[config.mk]
export PLATFORM = sky130hd
export DESIGN_NAME = mem_arbiter
export DESIGN_NICKNAME = d
export VERILOG_FILES = /design/src/rtl/mem_arbiter.sv
export SDC_FILE = /design/constraint.sdc
export NUM_CORES = 1
export LEC_CHECK = 0
export BUFFER_PORTS_ARGS = -buffer_cell sky130_fd_sc_hd__clkbuf_2
export CAP_MARGIN = 20
export CORE_ASPECT_RATIO = 1.25
export CORE_UTILIZATION = 42
export CTS_BUF_LIST = sky130_fd_sc_hd__clkbuf_2
export CTS_CLUSTER_SIZE = 30
export DETAILED_ROUTE_END_ITERATION = 16
export PLACE_DENSITY = 0.8
export SLEW_MARGIN = 10
export SYNTH_ARGS = -nofsm -noshare
export SYNTH_HDL_FRONTEND = slang
export SYNTH_SLANG_ARGS = --single-unit
[constraint.sdc]
create_clock -name clk -period 1.7 [get_ports clk]
set_input_delay 0.17 -clock clk [delete_from_list [all_inputs] [get_ports clk]]
set_output_delay 0.17 -clock clk [all_outputs]
set_load 0.02 [all_outputs]
[src/rtl/mem_arbiter.sv]
// Arbitrates one single-ported memory between a fetch port and a data port.
// Each access holds m_en for LATENCY cycles, then acks the owning port for one cycle.
module mem_arbiter #(
    parameter int unsigned LATENCY = 1,
    parameter bit          PRIO    = 1'b0
) (
    input  logic        clk,
    input  logic        reset,
    input  logic        i_req,
    input  logic [31:0] i_addr,
    output logic [31:0] i_data,
    output logic        i_ack,
    input  logic        d_req,
    input  logic        d_rw,
    input  logic [31:0] d_addr,
    input  logic [31:0] d_wdata,
    output logic [31:0] d_rdata,
    output logic        d_ack,
    output logic        m_en,
    output logic        m_rw,
    output logic [31:0] m_addr,
    output logic [31:0] m_wdata,
    input  logic [31:0] m_rdata
);

    typedef enum logic [1:0] {StIdle, StAccess, StResp} state_e;
    typedef enum logic {OwnFetch, OwnData} owner_e;

    localparam logic [3:0] CntInit = 4'(LATENCY - 1);

    state_e      state_q, state_d;
    owner_e      owner_q, owner_d;
    owner_e      last_q, last_d;
    logic [3:0]  cnt_q, cnt_d;
    logic        rw_q, rw_d;
    logic [31:0] addr_q, addr_d;
    logic [31:0] wdata_q, wdata_d;
    logic [31:0] i_data_q, i_data_d;
    logic [31:0] d_rdata_q, d_rdata_d;

    logic i_cand, d_cand, grant, grant_data;

    always_comb begin
        // The owner still holds req during its ack cycle, so it may not compete then.
        i_cand = i_req && !(state_q == StResp && owner_q == OwnFetch);
        d_cand = d_req && !(state_q == StResp && owner_q == OwnData);
        grant  = (state_q != StAccess) && (i_cand || d_cand);
        if (i_cand && d_cand) begin
            grant_data = PRIO || (last_q == OwnFetch);
        end else begin
            grant_data = d_cand;
        end
    end

    always_comb begin
        state_d   = state_q;
        owner_d   = owner_q;
        last_d    = last_q;
        cnt_d     = cnt_q;
        rw_d      = rw_q;
        addr_d    = addr_q;
        wdata_d   = wdata_q;
        i_data_d  = i_data_q;
        d_rdata_d = d_rdata_q;

        unique case (state_q)
            StIdle: state_d = StIdle;
            StAccess: begin
                if (cnt_q != 4'd0) begin
                    cnt_d = cnt_q - 4'd1;
                end else begin
                    state_d = StResp;
                    if (!rw_q) begin
                        if (owner_q == OwnData) d_rdata_d = m_rdata;
                        else                    i_data_d  = m_rdata;
                    end
                end
            end
            StResp: begin
                state_d = StIdle;
                last_d  = owner_q;
            end
            default: state_d = StIdle;
        endcase

        // A grant from IDLE or RESP starts the next access immediately.
        if (grant) begin
            state_d = StAccess;
            cnt_d   = CntInit;
            owner_d = grant_data ? OwnData : OwnFetch;
            rw_d    = grant_data ? d_rw : 1'b0;
            addr_d  = grant_data ? d_addr : i_addr;
            wdata_d = grant_data ? d_wdata : 32'h0;
        end
    end

    always_ff @(posedge clk) begin
        if (reset) begin
            state_q   <= StIdle;
            owner_q   <= OwnFetch;
            last_q    <= OwnData;
            cnt_q     <= 4'd0;
            rw_q      <= 1'b0;
            addr_q    <= 32'h0;
            wdata_q   <= 32'h0;
            i_data_q  <= 32'h0;
            d_rdata_q <= 32'h0;
        end else begin
            state_q   <= state_d;
            owner_q   <= owner_d;
            last_q    <= last_d;
            cnt_q     <= cnt_d;
            rw_q      <= rw_d;
            addr_q    <= addr_d;
            wdata_q   <= wdata_d;
            i_data_q  <= i_data_d;
            d_rdata_q <= d_rdata_d;
        end
    end

    always_comb begin
        m_en    = (state_q == StAccess);
        m_rw    = m_en && rw_q;
        m_addr  = addr_q;
        m_wdata = wdata_q;
        i_ack   = (state_q == StResp) && (owner_q == OwnFetch);
        d_ack   = (state_q == StResp) && (owner_q == OwnData);
        i_data  = i_data_q;
        d_rdata = d_rdata_q;
    end

endmodule

* Word level (Yosys, flattened, before mapping)
Index checks and enable logic that the tools add are counted.
W data, S select, Z words.
** Storage, ports and cells
- Output and inout bits :: 132
- RAM bits :: 0
- Input bits :: 133
- Bits in latches :: 0
- ROM bits :: 0
- Memories :: 0
- Bits in registers :: 137
- Word-level logic and storage cells :: 44
** Cells by class
- Equality and inequality tests :: 4
- $mul :: 0
- Shift operators :: 0
- Reduce and logical (&&, ||, !) cells :: 16
- Divide/modulo/power cells :: 0
- Magnitude comparators :: 0
- Add/sub/neg operators :: 1
- Multiplexer cells :: 8
- Bitwise operators :: 5
** Operator list (number)
- $mux W32 :: 2
- $reduce_and A4 Y1 :: 2
- $logic_and A1 B1 Y1 :: 7
- $mux W1 :: 6
- $not A1 Y1 :: 5
- $reduce_bool A4 Y1 :: 1
- $sub A4 B1 Y4 const B :: 1
- $ne A3 B3 Y1 const B :: 1
- $reduce_or A3 Y1 :: 1
- $eq A2 B1 Y1 const B :: 1
- $eq A2 B2 Y1 const B :: 1
- $logic_not A1 Y1 :: 2
- $ne A2 B1 Y1 const B :: 1
- $reduce_and A2 Y1 :: 1
- $reduce_or A2 Y1 :: 1
- $logic_or A1 B1 Y1 :: 1

* Depth between registers and ports, before layout
- Depth in word-level cells :: 7
- Mapped depth :: 8
- Gate-level depth less buffers :: 6

* Worst setup path before layout
OpenSTA, ideal clock, no wires.
- Kind :: register to register
- From :: register cnt_q[0]
- To :: register i_data_q[22], in the netlist i_data[22]
- Path slack :: -86 ps
- Buffers on the path :: 2
- Data arrival time :: 1654 ps
- Data required time :: 1568 ps
- Setup time :: 132 ps
- Stages on the path, launching flop included :: 9
- Period minus slack after synthesis :: 1786 ps
- Cell sequence :: dfxtp_1 -> inv_1 -> ha_1 -> nand3b_1 -> or4b_1 -> clkbuf_1 -> clkbuf_1 -> nand2_1 -> a21oi_1
** Between the ends
- Word-level cells in the longest chain between the ends :: 3
** RTL lines
- start: declaration :: line 34 : logic [3:0] cnt_q, cnt_d;
- start signal: assignment :: line 112 : cnt_q <= cnt_d;
- $reduce_bool A4 Y1 :: line 69 : if (cnt_q != 4'd0) begin
- $not A1 Y1 (no source line)
- $reduce_and A4 Y1 (no source line)
- end signal: assignment :: line 116 : i_data_q <= i_data_d;
- end: declaration :: line 38 : logic [31:0] i_data_q, i_data_d;
No other way between the ends.
A chain may end at the register's enable or synchronous reset.

* Worst setup path after layout
- From :: register state_q[1]
- To :: register wdata_q[20], in the netlist m_wdata[20]
** Between the ends
- Word-level cells in the longest chain between the ends :: 7
- Elaborated cells on any way between the ends :: 13
- Those cells by class :: 2 x eq/ne; 2 x mux; 9 x reduce/logical
** RTL lines
- start: declaration :: line 31 : state_e state_q, state_d;
- start signal: assignment :: line 99 : state_q <= StIdle;
- start signal: assignment :: line 109 : state_q <= state_d;
- $eq A2 B2 Y1 :: line 45, 46
- $logic_and A1 B1 Y1 (on tied branches) :: line 45, 46
- $logic_not A1 Y1 (on tied branches) :: line 45, 46
- $logic_and A1 B1 Y1 (on tied branches) :: line 45, 46
- $logic_and A1 B1 Y1 :: line 48 : if (i_cand && d_cand) begin
- $mux W1 :: line 48
- $mux W32 :: line 93 : wdata_d = grant_data ? d_wdata : 32'h0;
- end signal: assignment :: line 115 : wdata_q <= wdata_d;
- end: declaration :: line 37 : logic [31:0] wdata_q, wdata_d;
Parallel ways exist; a longest one is shown, timed or not.

==> summary.md <==
| Metric | Value |
|---|---|
| Core area | `around 11000 µm²` |
| Placed wire-length estimate | `between 9 and 10 mm` |
| Netlist cell types | `35` |
| Register Area | `roughly 2800 µm²` |
| Peak VDD IR | `around 0.53 mV` |
| Rows | `43` |
| Crit-path max FO | `8` |
| Worst Hold Class | `input pin to register` |
| Yosys top cell area share | `0.556` |
| CP Launch Type | `register` |
| I/O pins | `about 270` |
| Num CTS Buffers | `17` |
| Synth area leader | `dfxtp_1` |
| Worst-Skew Late Latency | `approximately 0.74 ns` |
| Synth-to-layout area growth | `81.7%` |
| Syn_area_per_cell | `roughly 9.7 µm²` |
| Most frequent cells after synthesis | `137 x dfxtp_1, 130 x nand2_1, 68 x a21oi_1` |
| Pwr dens | `about 840 nW/µm²` |
| Post-Syn Nets | `643` |
| CP endpoint kind | `register` |
| Die height | `between 100 and 150 µm` |
| Clock root cell | `clkbuf_2` |
| RSZ-0062 raised after global routing | `yes` |
| CTS H-tree depth | `4` |
| Hold wc startpoint | `i_req` |
| Fmax | `0.531 GHz` |
| Async SR Flop Fraction | `0` |
| WHS | `between 0.1 and 0.15 ns` |
| DRC | `0` |
| Status | `complete, but fails checks` |
| Fill cells | `656` |
| Synth area leaders | `dfxtp_1 56%, nand2_1 9.9%, a21oi_1 6.9%, mux2i_1 6.7%, a22o_1 5.9%` |
| Yosys reg bits | `between 100 and 150` |
| Flop-to-flop setup slack | `-0.18 ns` |
| Post-synthesis sequential area ratio | `0.556` |
| GRT overflow | `0` |
| Clk slew on worst S/H paths | `0.27 ns` |
| Share of cells above drive strength 1 | `0.453` |
| Global Route Usage Sum | `0.299` |
| Hold-critical path depth | `5` |
| Tcrit/Tclk final | `1.11` |
| Longest Clk Path Bufs | `2` |
| Launch point of the worst reg-to-reg path | `state_q[1]$_SDFFE_PP0P_` |
| Global-route wire length before repair | `around 28 mm` |
| Rel. slew slack | `0.529` |
| Initial DRC Count | `about 270` |
| Cells after Synth | `between 500 and 600` |
| Hold Path Sink | `state_q[0]$_SDFFE_PP0P_` |
| Starting density of the core | `0.438` |
| Critical Path AT | `2.54 ns` |
| Port Buf Inserts | `roughly 260` |
| Synth Flop Type | `dfxtp_1` |
| Post-synth EDFFs | `0` |
| DRT antenna net count | `0` |
| Clk_skew | `between 0.05 and 0.06 ns` |
| DR vias | `~5900` |
| Final hold viol count | `0` |
| Most frequent cell after synthesis | `dfxtp_1` |
| Critical setup path kind | `register to register` |
| Die Wd | `approximately 99 µm` |
| Final setup margin | `-0.183 ns` |
| Worst Reg-to-Reg Cells | `7` |
| Fin nets | `1062` |
| Vias in the first global route | `between 5000 and 6000` |
| Post-DR vias/cell | `roughly 5.5` |
| Pins Over Slew Limit | `0` |
| Post-route minimum period | `1.88 ns` |
| Avg WL per Cell | `between 15 and 20 µm` |
| Number of setup violations in the final report | `132` |
| Design area | `~9000 µm²` |
| Placed inst area | `roughly 6500 µm²` |
| Final wirelength | `~21 mm` |
| Maxcap violations | `0` |
| Violated checks | `negative setup slack` |
| Largest net degree at the start of global routing | `65` |
| Mapped cell area | `4930 µm²` |
| Antenna violations before repair | `1` |
| Drt pass-1 iters | `5` |
| CTS tree | `done` |
| Clock sink total | `around 140` |
| Worst R2R End | `m_wdata[20]$_SDFFE_PP0P_` |
| Ys Warns | `0` |
| Placer Congestion | `approximately 0.77` |
| Slew @ Worst Pin | `0.707 ns` |
| DIE AREA | `12200 µm²` |
| Area occupied by multi-input gates | `~2400 µm²` |
| Worst Path Required | `2.36 ns` |
| Leak pwr | `around 4 nW` |
-- flip-flops by register name (all words and copies together), names as in the netlist --
signal	cells
last_q	1
owner_q	1
m_addr	32
state_q	2
cnt_q	4
m_wdata	32
rw_q	1
i_data	32
d_rdata	32
-- report_power, final --
group	total [mW]	internal, mW	switching [mW]	leakage (nW)
Combinational	1.79	0.857	0.934	2.76
Sequential	3.55	3.40	0.147	1.12
Clock	2.14	0.816	1.33	0.135
Total	7.48	5.08	2.41	4.02
-- layout make-up --
cell class	count	share of cell area
repair buffers	441	0.374
diodes	1	0.000279
inverters	4	0.00196
clock buffers	17	0.00950
multi-input cells	327	0.269
clock inverters	15	0.0194
well taps	135	0.0189
flip-flops and latches	137	0.307
-- logic make-up (layout without fill, tap and decap cells) --
| logic type | Yosys count | after routing | share of synthesized area |
|---|---|---|---|
| muxes | 33 | 33 | 0.0670 |
| and+or+nand+nor | 152 | 152 | 0.130 |
| other | 0 | 1 | 0 |
| buffers and inverters | 45 | 477 | 0.0416 |
| adders and majority gates | 1 | 1 | 0.00254 |
| AOI/OAI and AO/OA | 139 | 139 | 0.199 |
| xor gates and xnor gates | 2 | 2 | 0.00355 |
| DFF | 137 | 137 | 0.556 |
-- cell usage in the layout, fill, tap and decap left out, types with 3 or more instances in the layout --
master / instances
a21oi_1: 57
inv_6: 3
mux2i_4: 6
buf_16: 3
buf_12: 8
buf_8: 4
mux2i_1: 20
a22o_1: 33
o2bb2ai_2: 7
nor2_1: 4
buf_6: 12
nand2_1: 94
clkbuf_16: 7
dfxtp_2: 3
nand2_4: 14
bufinv_16: 3
nand2_2: 22
dfxtp_1: 132
o2bb2ai_1: 25
dlygate4sd3_1: 131
clkbuf_2: 277
a21oi_2: 10
clkinvlp_4: 6
buf_4: 16
mux2i_2: 7
-- how the worst max path moves through the flow --
stage                                       start                        to  slack (ns)  depth (start not counted)
after global routing      state_q[1]$_SDFFE_PP0P_   m_wdata[3]$_SDFFE_PP0P_       -0.24                          7
final                     state_q[1]$_SDFFE_PP0P_  m_wdata[20]$_SDFFE_PP0P_       -0.18                          7
after global placement    state_q[1]$_SDFFE_PP0P_   m_addr[15]$_SDFFE_PP0P_        0.02                          5
after floorplan             cnt_q[1]$_SDFFE_PP0P_   i_data[22]$_SDFFE_PP0P_       -0.02                          8
after CTS                 state_q[1]$_SDFFE_PP0P_                      m_rw       -0.11                          4
after detailed placement  state_q[0]$_SDFFE_PP0P_   m_addr[17]$_SDFFE_PP0P_       -0.03                          5
-- metrics by stage --
stage / setup slack, ns / power (mW) / util / TNS [ns] / cells
floorplan: -0.0177 / 4.22 / - / -0.528 / 509
global placement: 0.0244 / 4.68 / 0.577 / 0 / 884
detailed placement: -0.0299 / 4.71 / 0.577 / -0.0299 / 884
CTS: -0.113 / 7.08 / 0.736 / -0.297 / 1057
global route: -0.238 / 7.72 / 0.796 / -19.73 / 1077
finish: -0.183 / 7.48 / 0.796 / -11.30 / 1077
-- critical path, cell delays in order, from the launching register on --
cell	delay, ns
dfxtp_4	0.45
nand2b_4	0.07
buf_6	0.12
a311oi_4	0.29
buf_6	0.18
nor2b_4	0.32
clkbuf_16	0.22
a22o_1	0.14
-- routing by layer --
metal  share of wire  track usage  up-vias
li1                -            -     2625
met1            0.35        0.310     2776
met2            0.53        0.538      392
met3           0.082       0.0780       89
met4           0.048        0.190        0
met5               0            0        -
-- timing repair --
item / CTS / global route
setup buffers: 6 / 9
resized for setup: 27 / 102
endpoints found under the setup margin: 28 / 134
pin swaps: 7 / 68
gates cloned: 4 / 10
endpoints found under the hold margin: 133 / 0
hold buffers: 131 / 0
No activity file was read; power rests on OpenSTA's default activity.
